[src/rtl/debug_trace_spi.sv]
// Multi-channel debug trace buffer: per-channel capture into a FIFO, streamed out
// as {valid, overflow, channel[5:0], data} records over an SPI mode-0 slave.
module debug_trace_spi #(
    parameter int DATA_W = 8,
    parameter int NUM_CH = 2,
    parameter int DEPTH  = 16
) (
    input  logic                     i_clk,
    input  logic                     i_rst_n,
    input  logic [NUM_CH*DATA_W-1:0] i_data,
    input  logic [NUM_CH-1:0]        i_capture,
    input  logic                     i_freeze,
    input  logic                     i_spi_clk,
    input  logic                     i_csn,
    input  logic                     i_mosi,
    output logic                     o_miso,
    output logic [$clog2(DEPTH):0]   o_count,
    output logic                     o_overflow,
    output logic [DATA_W-1:0]        o_last_data
);
    localparam int RECORD_W = 8 + DATA_W;
    localparam int ENTRY_W  = 6 + DATA_W;
    localparam int PTR_W    = $clog2(DEPTH);
    localparam int CNT_W    = PTR_W + 1;
    localparam int BC_W     = $clog2(RECORD_W + 1);

    typedef enum logic [1:0] {S_IDLE, S_LOAD, S_SHIFT} spi_state_t;

    // SPI pins are asynchronous: two flops to resolve metastability, a third for edge detect
    logic [2:0] sck_sr;
    logic [2:0] csn_sr;
    logic [1:0] mosi_sr;

    always_ff @(posedge i_clk or negedge i_rst_n) begin
        if (!i_rst_n) begin
            sck_sr  <= '0;
            csn_sr  <= '1;
            mosi_sr <= '0;
        end else begin
            sck_sr  <= {sck_sr[1:0], i_spi_clk};
            csn_sr  <= {csn_sr[1:0], i_csn};
            mosi_sr <= {mosi_sr[0], i_mosi};
        end
    end

    logic sck_rise, sck_fall, csn_fall, csn_s, mosi_s;
    assign sck_rise = sck_sr[1] & ~sck_sr[2];
    assign sck_fall = ~sck_sr[1] & sck_sr[2];
    assign csn_fall = ~csn_sr[1] & csn_sr[2];
    assign csn_s    = csn_sr[1];
    assign mosi_s   = mosi_sr[1];

    logic [NUM_CH-1:0] pend_valid;
    logic [DATA_W-1:0] pend_data [NUM_CH];
    logic              overflow;
    logic [CNT_W-1:0]  count;
    logic [PTR_W-1:0]  wr_ptr, rd_ptr;
    logic [ENTRY_W-1:0] mem [DEPTH];
    logic [DATA_W-1:0] last_data;
    logic              push, pop, clear_cmd;
    logic              sel_hit;
    logic [5:0]        sel_ch;
    logic [DATA_W-1:0] sel_data;

    // Lowest-index full pending register wins the single FIFO write port
    always_comb begin
        // NOTE: every always_comb output gets a default first so no path infers a latch.
        sel_hit  = 1'b0;
        sel_ch   = '0;
        sel_data = '0;
        for (int k = NUM_CH - 1; k >= 0; k--) begin
            if (pend_valid[k]) begin
                sel_hit  = 1'b1;
                sel_ch   = 6'(k);
                sel_data = pend_data[k];
            end
        end
    end

    assign push = sel_hit && (count != CNT_W'(DEPTH)) && !clear_cmd;

    always_ff @(posedge i_clk or negedge i_rst_n) begin
        if (!i_rst_n) begin
            pend_valid <= '0;
            overflow   <= 1'b0;
            for (int k = 0; k < NUM_CH; k++) pend_data[k] <= '0;
        end else if (clear_cmd) begin
            pend_valid <= '0;
            overflow   <= 1'b0;
        end else begin
            for (int k = 0; k < NUM_CH; k++) begin
                // A channel draining this cycle frees its slot for a same-cycle strobe
                if (i_capture[k] && !i_freeze) begin
                    if (pend_valid[k] && !(push && sel_ch == 6'(k))) begin
                        overflow <= 1'b1;
                    end else begin
                        pend_valid[k] <= 1'b1;
                        pend_data[k]  <= i_data[k*DATA_W +: DATA_W];
                    end
                end else if (push && sel_ch == 6'(k)) begin
                    pend_valid[k] <= 1'b0;
                end
            end
        end
    end

    // NOTE: the storage array has no reset; emptiness is tracked by count and the pointers alone.
    always_ff @(posedge i_clk) begin
        if (push) mem[wr_ptr] <= {sel_ch, sel_data};
    end

    always_ff @(posedge i_clk or negedge i_rst_n) begin
        if (!i_rst_n) begin
            wr_ptr    <= '0;
            rd_ptr    <= '0;
            count     <= '0;
            last_data <= '0;
        end else if (clear_cmd) begin
            wr_ptr <= '0;
            rd_ptr <= '0;
            count  <= '0;
        end else begin
            if (push) begin
                wr_ptr    <= wr_ptr + 1'b1;
                last_data <= sel_data;
            end
            if (pop) rd_ptr <= rd_ptr + 1'b1;
            count <= count + CNT_W'(push) - CNT_W'(pop);
        end
    end

    spi_state_t          state, state_next;
    logic [RECORD_W-1:0] shift_reg, load_rec;
    logic [BC_W-1:0]     bit_cnt;
    logic [7:0]          cmd;
    logic                miso, rec_valid, rec_done, rec_end;

    assign load_rec = (count == '0) ? '0 : {1'b1, overflow, mem[rd_ptr]};

    always_ff @(posedge i_clk or negedge i_rst_n) begin
        if (!i_rst_n) state <= S_IDLE;
        else          state <= state_next;
    end

    always_comb begin
        state_next = state;
        rec_end    = 1'b0;
        pop        = 1'b0;
        clear_cmd  = 1'b0;
        case (state)
            S_IDLE:  if (csn_fall) state_next = S_LOAD;
            S_LOAD:  state_next = S_SHIFT;
            S_SHIFT: if (sck_fall && rec_done) state_next = S_LOAD;
            default: state_next = S_IDLE;
        endcase
        if (state != S_IDLE && csn_s) state_next = S_IDLE;
        if (state == S_SHIFT && !csn_s && sck_rise && bit_cnt == BC_W'(RECORD_W - 1)) begin
            rec_end   = 1'b1;
            pop       = rec_valid && (count != '0);
            clear_cmd = (cmd == 8'hA5);
        end
    end

    always_ff @(posedge i_clk or negedge i_rst_n) begin
        if (!i_rst_n) begin
            shift_reg <= '0;
            bit_cnt   <= '0;
            cmd       <= '0;
            miso      <= 1'b0;
            rec_valid <= 1'b0;
            rec_done  <= 1'b0;
        end else begin
            case (state)
                S_IDLE: begin
                    miso     <= 1'b0;
                    bit_cnt  <= '0;
                    rec_done <= 1'b0;
                end
                S_LOAD: begin
                    shift_reg <= load_rec;
                    miso      <= load_rec[RECORD_W-1];
                    rec_valid <= (count != '0);
                    bit_cnt   <= '0;
                    rec_done  <= 1'b0;
                end
                S_SHIFT: begin
                    if (sck_rise) begin
                        if (bit_cnt < BC_W'(8)) cmd <= {cmd[6:0], mosi_s};
                        if (rec_end) begin
                            bit_cnt  <= '0;
                            rec_done <= 1'b1;
                        end else begin
                            bit_cnt <= bit_cnt + 1'b1;
                        end
                    end
                    if (sck_fall && !rec_done) begin
                        shift_reg <= shift_reg << 1;
                        miso      <= shift_reg[RECORD_W-2];
                    end
                end
                default: miso <= 1'b0;
            endcase
        end
    end

    assign o_miso      = miso;
    assign o_count     = count;
    assign o_overflow  = overflow;
    assign o_last_data = last_data;
endmodule
[config.mk]
export PLATFORM = sky130hd
export DESIGN_NAME = debug_trace_spi
export DESIGN_NICKNAME = d
export VERILOG_FILES = /design/src/rtl/debug_trace_spi.sv
export SDC_FILE = /design/constraint.sdc
export NUM_CORES = 1
export LEC_CHECK = 0
export BUFFER_PORTS_ARGS = -buffer_cell sky130_fd_sc_hd__buf_2
export CAP_MARGIN = 40
export CORE_MARGIN = 2
export CORE_UTILIZATION = 41
export DETAILED_ROUTE_END_ITERATION = 7
export HOLD_SLACK_MARGIN = 0.05
export PLACE_DENSITY = 0.53
export SETUP_SLACK_MARGIN = 0.4
export SKIP_CTS_REPAIR_TIMING = 1
export SLEW_MARGIN = 20
export SYNTH_ARGS = -nofsm -noshare
export SYNTH_HDL_FRONTEND = slang
export SYNTH_SLANG_ARGS = --single-unit
[constraint.sdc]
create_clock -name i_clk -period 5.2 [get_ports i_clk]
set_input_delay 0.78 -clock i_clk [delete_from_list [all_inputs] [get_ports i_clk]]
set_output_delay 0.78 -clock i_clk [all_outputs]
set_load 0.1 [all_outputs]
==> out/qor.csv, run 1 <==
metric,value,unit
outcome,completed,
fillCellCount,1951,
p_int,3.546,mW
cp-start-kind,flop,
yosysTopAreaCellShare,0.4648,
critical_path_arrival,4.22,ns
finalPower,5.191,mW
relSlewSlack,0.4598,
leakage,3.948,nW
yosysSeqAreaShare,0.6830,
largest_reg_flops,144,
cts_tree,yes,
power_frac_seq,0.460,
synth_common_cells,"edfxtp_1 (144), dfrtp_1 (78), mux2_2 (38)",
synth_area_leaders,"edfxtp_1 (46%), dfrtp_1 (21%), mux4_2 (7.0%)",
synth.most_common_cell,edfxtp_1,
path_class,flop to flop,
antenna_found_initial,0,
nets,644,
place_area,9816,um^2
reg2reg_depth,16,
initialDrtViolationCount,334,
crit_required,5.63,ns
worstMarginPinSlew,0.8094,ns
clk_latency,0.51,ns
grt_max_degree,55,
area_growth,13.60,%
ys_ff_latch,225,
vias_per_cell,5.425,
h-tree-depth,1,
final_util,0.4711,
p_sw_frac,0.3169,
routabilityCongestion,0.7910,
die_x,154.6,um
hold-worst-slack,0.1809,ns
powerDensity,491.2,nW/um^2
combPwrFrac,0.228,
setup.worst_path.start,state[0],
grt_use_total,0.1601,
fmax,263.9,MHz
clkTransAtPathRegs,0.06,ns
post-route-period-util,0.7287,
port_buffers,38,
drc_errors,0,
cp_max_fo,22,
synth_nets,595,
p_sw,1.645,mW
pin_count,39,
design.core.area,22430,um^2
setup_ws,1.411,ns
dr.pass1.iters,5,
worst_r2r_endpoint,o_count[4],
num_antenna_cells,0,
dp_hpwl,12.35,mm
reg2reg_slack,1.41,ns
skew,0.009806,ns
synth_flop_cell,edfxtp_1,
cap_viol_max_count,0,
via_count,4915,
avgSynthCellArea,16.79,um^2
root_buffer,clkbuf_16,
grt_remaining_overflow,0,
syn_area,9304,um^2
grt_first_pass_wirelength,29.72,mm
crit_end,o_count[4],
final_cells,906,
synth_cell_types,60,
cts_buffers,24,
drive_gt1_frac,0.2512,
wl,18.56,mm
clk_path_buf_depth,3,
final.setup.tns,0,ns
finalHoldViolations,0,
async_flop_share,0.3600,
post-route-cell-area,10570,um^2
period_needed,3.789,ns
clockPowerShare,0.312,
max-vdd-ir-drop,322.3,uV
yosysTopAreaCell,edfxtp_1,
worstHoldPathType,primary input to asynchronous set/reset pin,
rsz0062_at_grt,no,
synth_edf_count,144,
dp.cells,862,
die_area,23910,um^2
die_h,154.6,um
endpoint_kind,flop,
ant_nets,0,
synthCells,554,
r2r-start,state[0],
wl_per_cell,20.48,um
slew_violations,0,
place_ws,1.441,ns
timing.final.setup_violations,0,
start_util,0.4147,
cts_sinks,225,
ys_warn_count,0,
grt_pass1_vias,5220,
placement_rows,55,
layout by cell type, fill, tap and decap left out, types with 3 or more instances in the layout:
cell type  netlist  final
a22o_1          16     16
nor2b_1         11     11
a222oi_1         6      6
and4_1           4      4
a21oi_1         11     11
nand3_1          5      5
a22oi_1          9      9
o21ai_1          5      5
dfstp_2          3      3
nor2_1          21     21
dfrtp_1         78     76
clkinv_1         0     10
mux2i_1         26     26
nor4b_1          3      3
buf_4            2      7
o21ai_0          9      9
ha_1            16     16
inv_1           18     18
a31oi_1          4      4
nand2_1         10     10
buf_2            7     38
and2_1          13     13
mux4_2          29     29
mux2_2          38     38
edfxtp_1       144    144
xnor2_1          6      6
nor3b_1          3      3
or3_1            4      4
nor3_1           3      3
clkbuf_1        11      4
clkbuf_16        0     24
power groups by stage:
stage               Combinational, mW  Sequential [mW]  Clock [mW]
floorplan                       0.597             2.69           0
global placement                 1.16             2.41           0
detailed placement               1.19             2.42           0
CTS                              1.20             2.39        1.66
global route                     1.30             2.42        1.73
finish                           1.18             2.39        1.62
metal layers:
layer  vias up  track usage  part of all wire
met5         -            0                 0
met4         0      0.04365             0.013
met3        21      0.02326             0.054
met2        99       0.2598              0.48
met1      2543       0.2280              0.45
li1       2252            -                 -
final cells by class:
cell class | instances | area [um^2] | share of cell area
clock inverter | 15 | 123.9 | 0.01172
tap | 285 | 356.6 | 0.03374
timing repair buffer | 46 | 270.3 | 0.02557
inverter | 18 | 67.56 | 0.006393
sequential | 225 | 6357 | 0.6015
multi-input combinational | 288 | 2764 | 0.2615
clock buffer | 29 | 629.4 | 0.05955
worst max-delay path, cell delays in order, from the launching register on:
cell       delay [ns]
dfrtp_1          0.41
inv_1            0.11
ha_1             0.64
nand4bb_1        0.29
nor4_4           0.31
buf_4            0.28
nor2_2           0.17
inv_1            0.09
ha_1             0.22
inv_1            0.06
ha_1             0.16
inv_1            0.06
fa_1             0.37
nor2b_1          0.17
o21bai_1         0.10
nand3_1          0.09
nor3b_1          0.18
how the worst min path moves through the flow:
stage | start | endpoint | slack (ns) | cells past startpoint
2_1_floorplan | mosi_sr[0] | mosi_sr[1] | 0.33 | 0
3_3_place_gp | sck_sr[0] | sck_sr[1] | 0.33 | 0
3_5_place_dp | sck_sr[0] | sck_sr[1] | 0.34 | 0
4_1_cts | i_rst_n | bit_cnt[1] | 0.18 | 1
5_1_grt | i_rst_n | cmd[3] | 0.21 | 1
6_report | i_rst_n | bit_cnt[1] | 0.18 | 1
cell families (layout without fill, tap and decap cells):
logic type,count (synthesis),in the layout,share of synthesized area
adder cells (fa/ha/maj),17,17,0.02367
AND/OR/NAND/NOR,99,99,0.06711
buffers and inverters,41,108,0.01990
XOR/XNOR,8,8,0.007531
flip-flops,225,225,0.6830
multiplexers,93,93,0.1442
AO/OA/AOI/OAI,71,71,0.05460
(Power assumes the default switching activity.)
==> run 2, diff against run 1 <==
Clock period 5.2 ns to 3.6 ns, I/O delays scaled along.
==> run 2 against run 1 <==
Hold slack got worse by 0.058 ns. Register-to-register slack got worse by 0.77 ns. Combinational power rose by 48%. Sequential power is 45% higher. Maximum frequency increased by 28%. Cell area increased by 0.99%. Total power rose by 46%. Wire length decreased by 0.24%. Via count up 0.20%. First-iteration DRC count rose by 15%. Core utilization up 0.47 points.
==> out/qor.csv, run 2 (same netlist as run 1, synthesis figures left out) <==
metric,value,unit
grt_use_total,0.1590,
final_cells,914,
grt_max_degree,62,
crit_family,adder cells,
clockPowerShare,0.313,
cp-start-kind,flop,
dp_hpwl,12.17,mm
grt_first_pass_wirelength,29.28,mm
drive_gt1_frac,0.2771,
max-vdd-ir-drop,437.1,uV
drc_errors,0,
worstHoldPathType,primary input to flop,
cts_tree,yes,
start_util,0.4147,
relSlewSlack,0.4928,
grt_pass1_vias,5075,
hp-start,i_csn,
dr.pass1.iters,6,
setup.worst_path.start,o_count[2],
area_growth,14.73,%
place_ws,0.5826,ns
r2r-start,o_count[2],
die_h,154.6,um
endpoint_kind,flop,
post-route-cell-area,10670,um^2
cts_sinks,225,
dp.cells,867,
crit_required,3.99,ns
p_sw_frac,0.3188,
cp_num_buf_inv,4,
cp_slowest_cell,or4b_4,
finalPower,7.585,mW
crit_top_cell,inv_1,
largest_reg_flops,144,
p_int,5.167,mW
antenna_found_initial,0,
period_needed,2.955,ns
place_area,9863,um^2
port_buffers,38,
vias_per_cell,5.388,
die_x,154.6,um
power_frac_seq,0.456,
cts_buffers,24,
clkTransAtPathRegs,0.06,ns
fmax,338.5,MHz
routabilityCongestion,0.8473,
outcome,completed,
die_area,23910,um^2
initialDrtViolationCount,383,
clk_path_buf_depth,3,
final_common_cell,edfxtp_1,
finalHoldViolations,0,
root_buffer,clkbuf_16,
final_cell_mix,"edfxtp_1 (144), dfrtp_1 (72), mux2_2 (38)",
combPwrFrac,0.231,
worstPathCellList,inv_2 -> ha_2 -> or4b_4 -> nand4_1 -> inv_1 -> ha_1 -> inv_1 -> ha_1 -> inv_1 -> fa_2 -> nor2b_1 -> o21bai_1 -> a21oi_1 -> nor3b_2,
pin_count,39,
timing.final.setup_violations,0,
critical_path_arrival,3.34,ns
worstMarginPinSlew,0.7600,ns
clk_latency,0.53,ns
wl_per_cell,20.25,um
setup_ws,0.6454,ns
slew_violations,0,
rsz0062_at_grt,no,
path_class,flop to flop,
p_sw,2.418,mW
h-tree-depth,1,
ant_nets,0,
critPathMaxStageDelay,0.51,ns
cp_max_fo,5,
powerDensity,710.6,nW/um^2
grt_remaining_overflow,0,
hold-worst-slack,0.1226,ns
design.core.area,22430,um^2
final_util,0.4758,
post-route-period-util,0.8207,
leakage,3.980,nW
via_count,4925,
cap_viol_max_count,0,
nets,651,
placement_rows,55,
final.setup.tns,0,ns
wl,18.51,mm
skew,0.03037,ns
-- run 2: path summary, 6_finish.rpt --
check / end / slack [ns] / cells after the start
max in group asynchronous: pend_data[5] / 2.40 / 4
max: o_count[4] / 0.65 / 14
max reg2reg: o_count[4] / 0.65 / 14
min in group asynchronous: sck_sr[1] / 0.37 / 2
min: csn_sr[0] / 0.12 / 1
min reg2reg: csn_sr[1] / 0.36 / 0
-- run 2: metal layers --
layer	wire length [um]	global-route usage	vias to the layer above
met3	881	0.02634	28
li1	-	-	2271
met2	8844	0.2608	111
met1	8422	0.2205	2515
met5	0	0	-
met4	364	0.04718	0
-- run 2: final cells by class --
type / count / area [um^2]
clock inverters: 11 / 130.1
multi-input cells: 288 / 2788
repair buffers: 53 / 327.8
inverters: 18 / 67.56
flip-flops and latches: 225 / 6367
fillers: 1929 / 11760
well taps: 285 / 356.6
clock buffers: 33 / 634.4
diodes: 1 / 2.502
-- run 2: power by group through the flow --
| stage | logic [mW] | clock network [mW] | registers (mW) |
|---|---|---|---|
| floorplan | 0.883 | 0 | 3.91 |
| global placement | 1.73 | 0 | 3.49 |
| detailed placement | 1.75 | 0 | 3.51 |
| CTS | 1.76 | 2.43 | 3.46 |
| global route | 1.91 | 2.54 | 3.51 |
| finish | 1.75 | 2.37 | 3.46 |
==> run 3, diff against run 2 <==
Settings changed: ABC_AREA set to 1, PLACE_DENSITY 0.53 to 0.55.
Clock period 3.6 ns to 2.4 ns, I/O delays scaled along.
==> run 3 against run 2 <==
Register-to-register slack got worse by 0.67 ns. Sequential share of layout area shrank 5.7 points. Critical path depth increased by 3. Non-clock buffer count up 55. Cell count grew 49%. Clock-buffer cell count decreased by 1. The flow now finishes with violations (negative setup slack). Hold slack got worse by 0.062 ns. Combinational power increased by 100%. Synthesized area increased by 3.3%. Highest routed layer unchanged. Worst setup slack got worse by 0.67 ns. First-iteration DRC count decreased by 11%. Global-route usage is 2.5 points higher.
==> out/qor.csv, run 3 <==
metric,value,unit
skew,0.01080,ns
synth_common_cells,"nand2_1 (255), edfxtp_1 (144), nor2_1 (95)",
endpoint_kind,flop,
placement_rows,56,
relSlewSlack,0.4884,
avgSynthCellArea,10.42,um^2
grt_pass1_vias,6357,
dr.pass1.iters,4,
vias_per_cell,4.847,
yosysTopAreaCellShare,0.4499,
clkTransAtPathRegs,0.06,ns
grt_max_degree,42,
powerDensity,1050,nW/um^2
final_cells,1363,
design.core.area,23260,um^2
reg2reg_slack,-0.02,ns
outcome,finished with violations,
cap_viol_max_count,0,
max-vdd-ir-drop,1081,uV
yosysTopAreaCell,edfxtp_1,
cp-start-kind,flop,
final_cell_mix,"nand2_1 (250), edfxtp_1 (144), nor2_1 (77)",
violations,negative setup slack,
h-tree-depth,1,
grt_use_total,0.1842,
slew_violations,0,
final_util,0.5072,
leakage,4.871,nW
worst_r2r_endpoint,o_count[4],
crit_required,2.80,ns
synthCells,922,
syn_area,9610,um^2
largest_reg_flops,144,
critical_path_arrival,2.82,ns
fmax,412.8,MHz
clk_path_buf_depth,3,
hp-start,i_data[3],
antenna_found_initial,0,
cts_sinks,225,
min_path_cells,3,
setup_ws,-0.02269,ns
final.setup.tns,-0.02269,ns
synth_flop_cell,edfxtp_1,
die_area,24680,um^2
num_antenna_cells,0,
timing.final.setup_violations,1,
dp.cells,1294,
ys_warn_count,0,
place_ws,-0.2670,ns
grt_first_pass_wirelength,34.93,mm
yosysSeqAreaShare,0.6612,
post-route-cell-area,11800,um^2
drive_gt1_frac,0.1964,
finalHoldViolations,0,
async_flop_share,0.3600,
synth_nets,963,
wl,22.44,mm
period_needed,2.423,ns
cts_buffers,24,
grt_remaining_overflow,0,
synth_area_leaders,"edfxtp_1 (45%), dfrtp_1 (20%), nand2_1 (10%)",
finalPower,12.39,mW
die_x,157.1,um
hold-worst-slack,0.06042,ns
area_growth,22.77,%
synth_edf_count,144,
cts_tree,yes,
die_h,157.1,um
drc_errors,0,
nets,1067,
worstMarginPinSlew,0.7623,ns
min_to,pend_data[11],
rsz0062_at_grt,yes,
place_area,10600,um^2
post-route-period-util,1.009,
r2r-start,state[0],
path_class,flop to flop,
ant_nets,0,
pin_count,39,
dp_hpwl,14.44,mm
cp_max_fo,3,
initialDrtViolationCount,340,
reg2reg_depth,17,
via_count,6606,
worstHoldPathType,primary input to flop,
wl_per_cell,16.47,um
port_buffers,38,
synth_cell_types,35,
start_util,0.4131,
final_common_cell,nand2_1,
clk_latency,0.51,ns
ys_ff_latch,225,
synth.most_common_cell,nand2_1,
routabilityCongestion,0.7690,
root_buffer,clkbuf_16,
## run 3: logic make-up after synthesis
family	count (synthesis)	synth area share
flops	225	0.6612
buf+inv	109	0.04804
mux	2	0.002343
xor+xnor	6	0.005468
compound gates	127	0.07095
fa+ha+maj	17	0.02291
simple gates	436	0.1890
## run 3: final cells by class
class | count | area, um^2
Multi-Input combinational cell | 591 | 3052
Timing Repair Buffer | 108 | 903.4
Inverter | 76 | 305.3
Clock buffer | 32 | 630.6
Sequential cell | 225 | 6367
Clock inverter | 12 | 141.4
Fill cell | 2165 | 11460
Tap cell | 319 | 399.1
## run 3: worst max path at each step
| stage | slack, ns | depth (start not counted) | from | to |
|---|---|---|---|---|
| after floorplan | -0.36 | 22 | state[0] | o_count[4] |
| after global placement | -0.22 | 17 | state[0] | o_count[4] |
| after detailed placement | -0.27 | 17 | state[0] | o_count[4] |
| after CTS | -0.29 | 17 | state[0] | o_count[4] |
| after global routing | -0.14 | 17 | state[0] | o_count[4] |
| final | -0.02 | 17 | state[0] | o_count[4] |
## run 3: layer usage
metal  up-vias  global-route usage  routed length, um
li1       3305                   -                  -
met1      3136              0.2561              10080
met2       137              0.3056              10630
met3        28             0.02423               1234
met4         0             0.05195                505
met5         -                   0                  0
## run 3: where the power goes
group | total [mW] | internal [mW] | switching [mW] | leakage, nW
Sequential | 5.27 | 4.97 | 0.301 | 2.33
Clock | 3.62 | 2.17 | 1.45 | 0.376
Combinational | 3.50 | 1.05 | 2.45 | 2.16
## run 3: worst max-delay path, stage by stage, from the launching register on
cell and delay (ns):
dfrtp_1 0.38, inv_2 0.08, ha_4 0.16, inv_6 0.04
nor2_4 0.08, nand4_1 0.14, nor2_2 0.20, ha_4 0.23
inv_4 0.05, ha_4 0.13, inv_2 0.03, fa_2 0.32
inv_2 0.07, nand2_2 0.05, a21oi_2 0.11, nor2_1 0.05
xor2_1 0.12, nor2_1 0.05
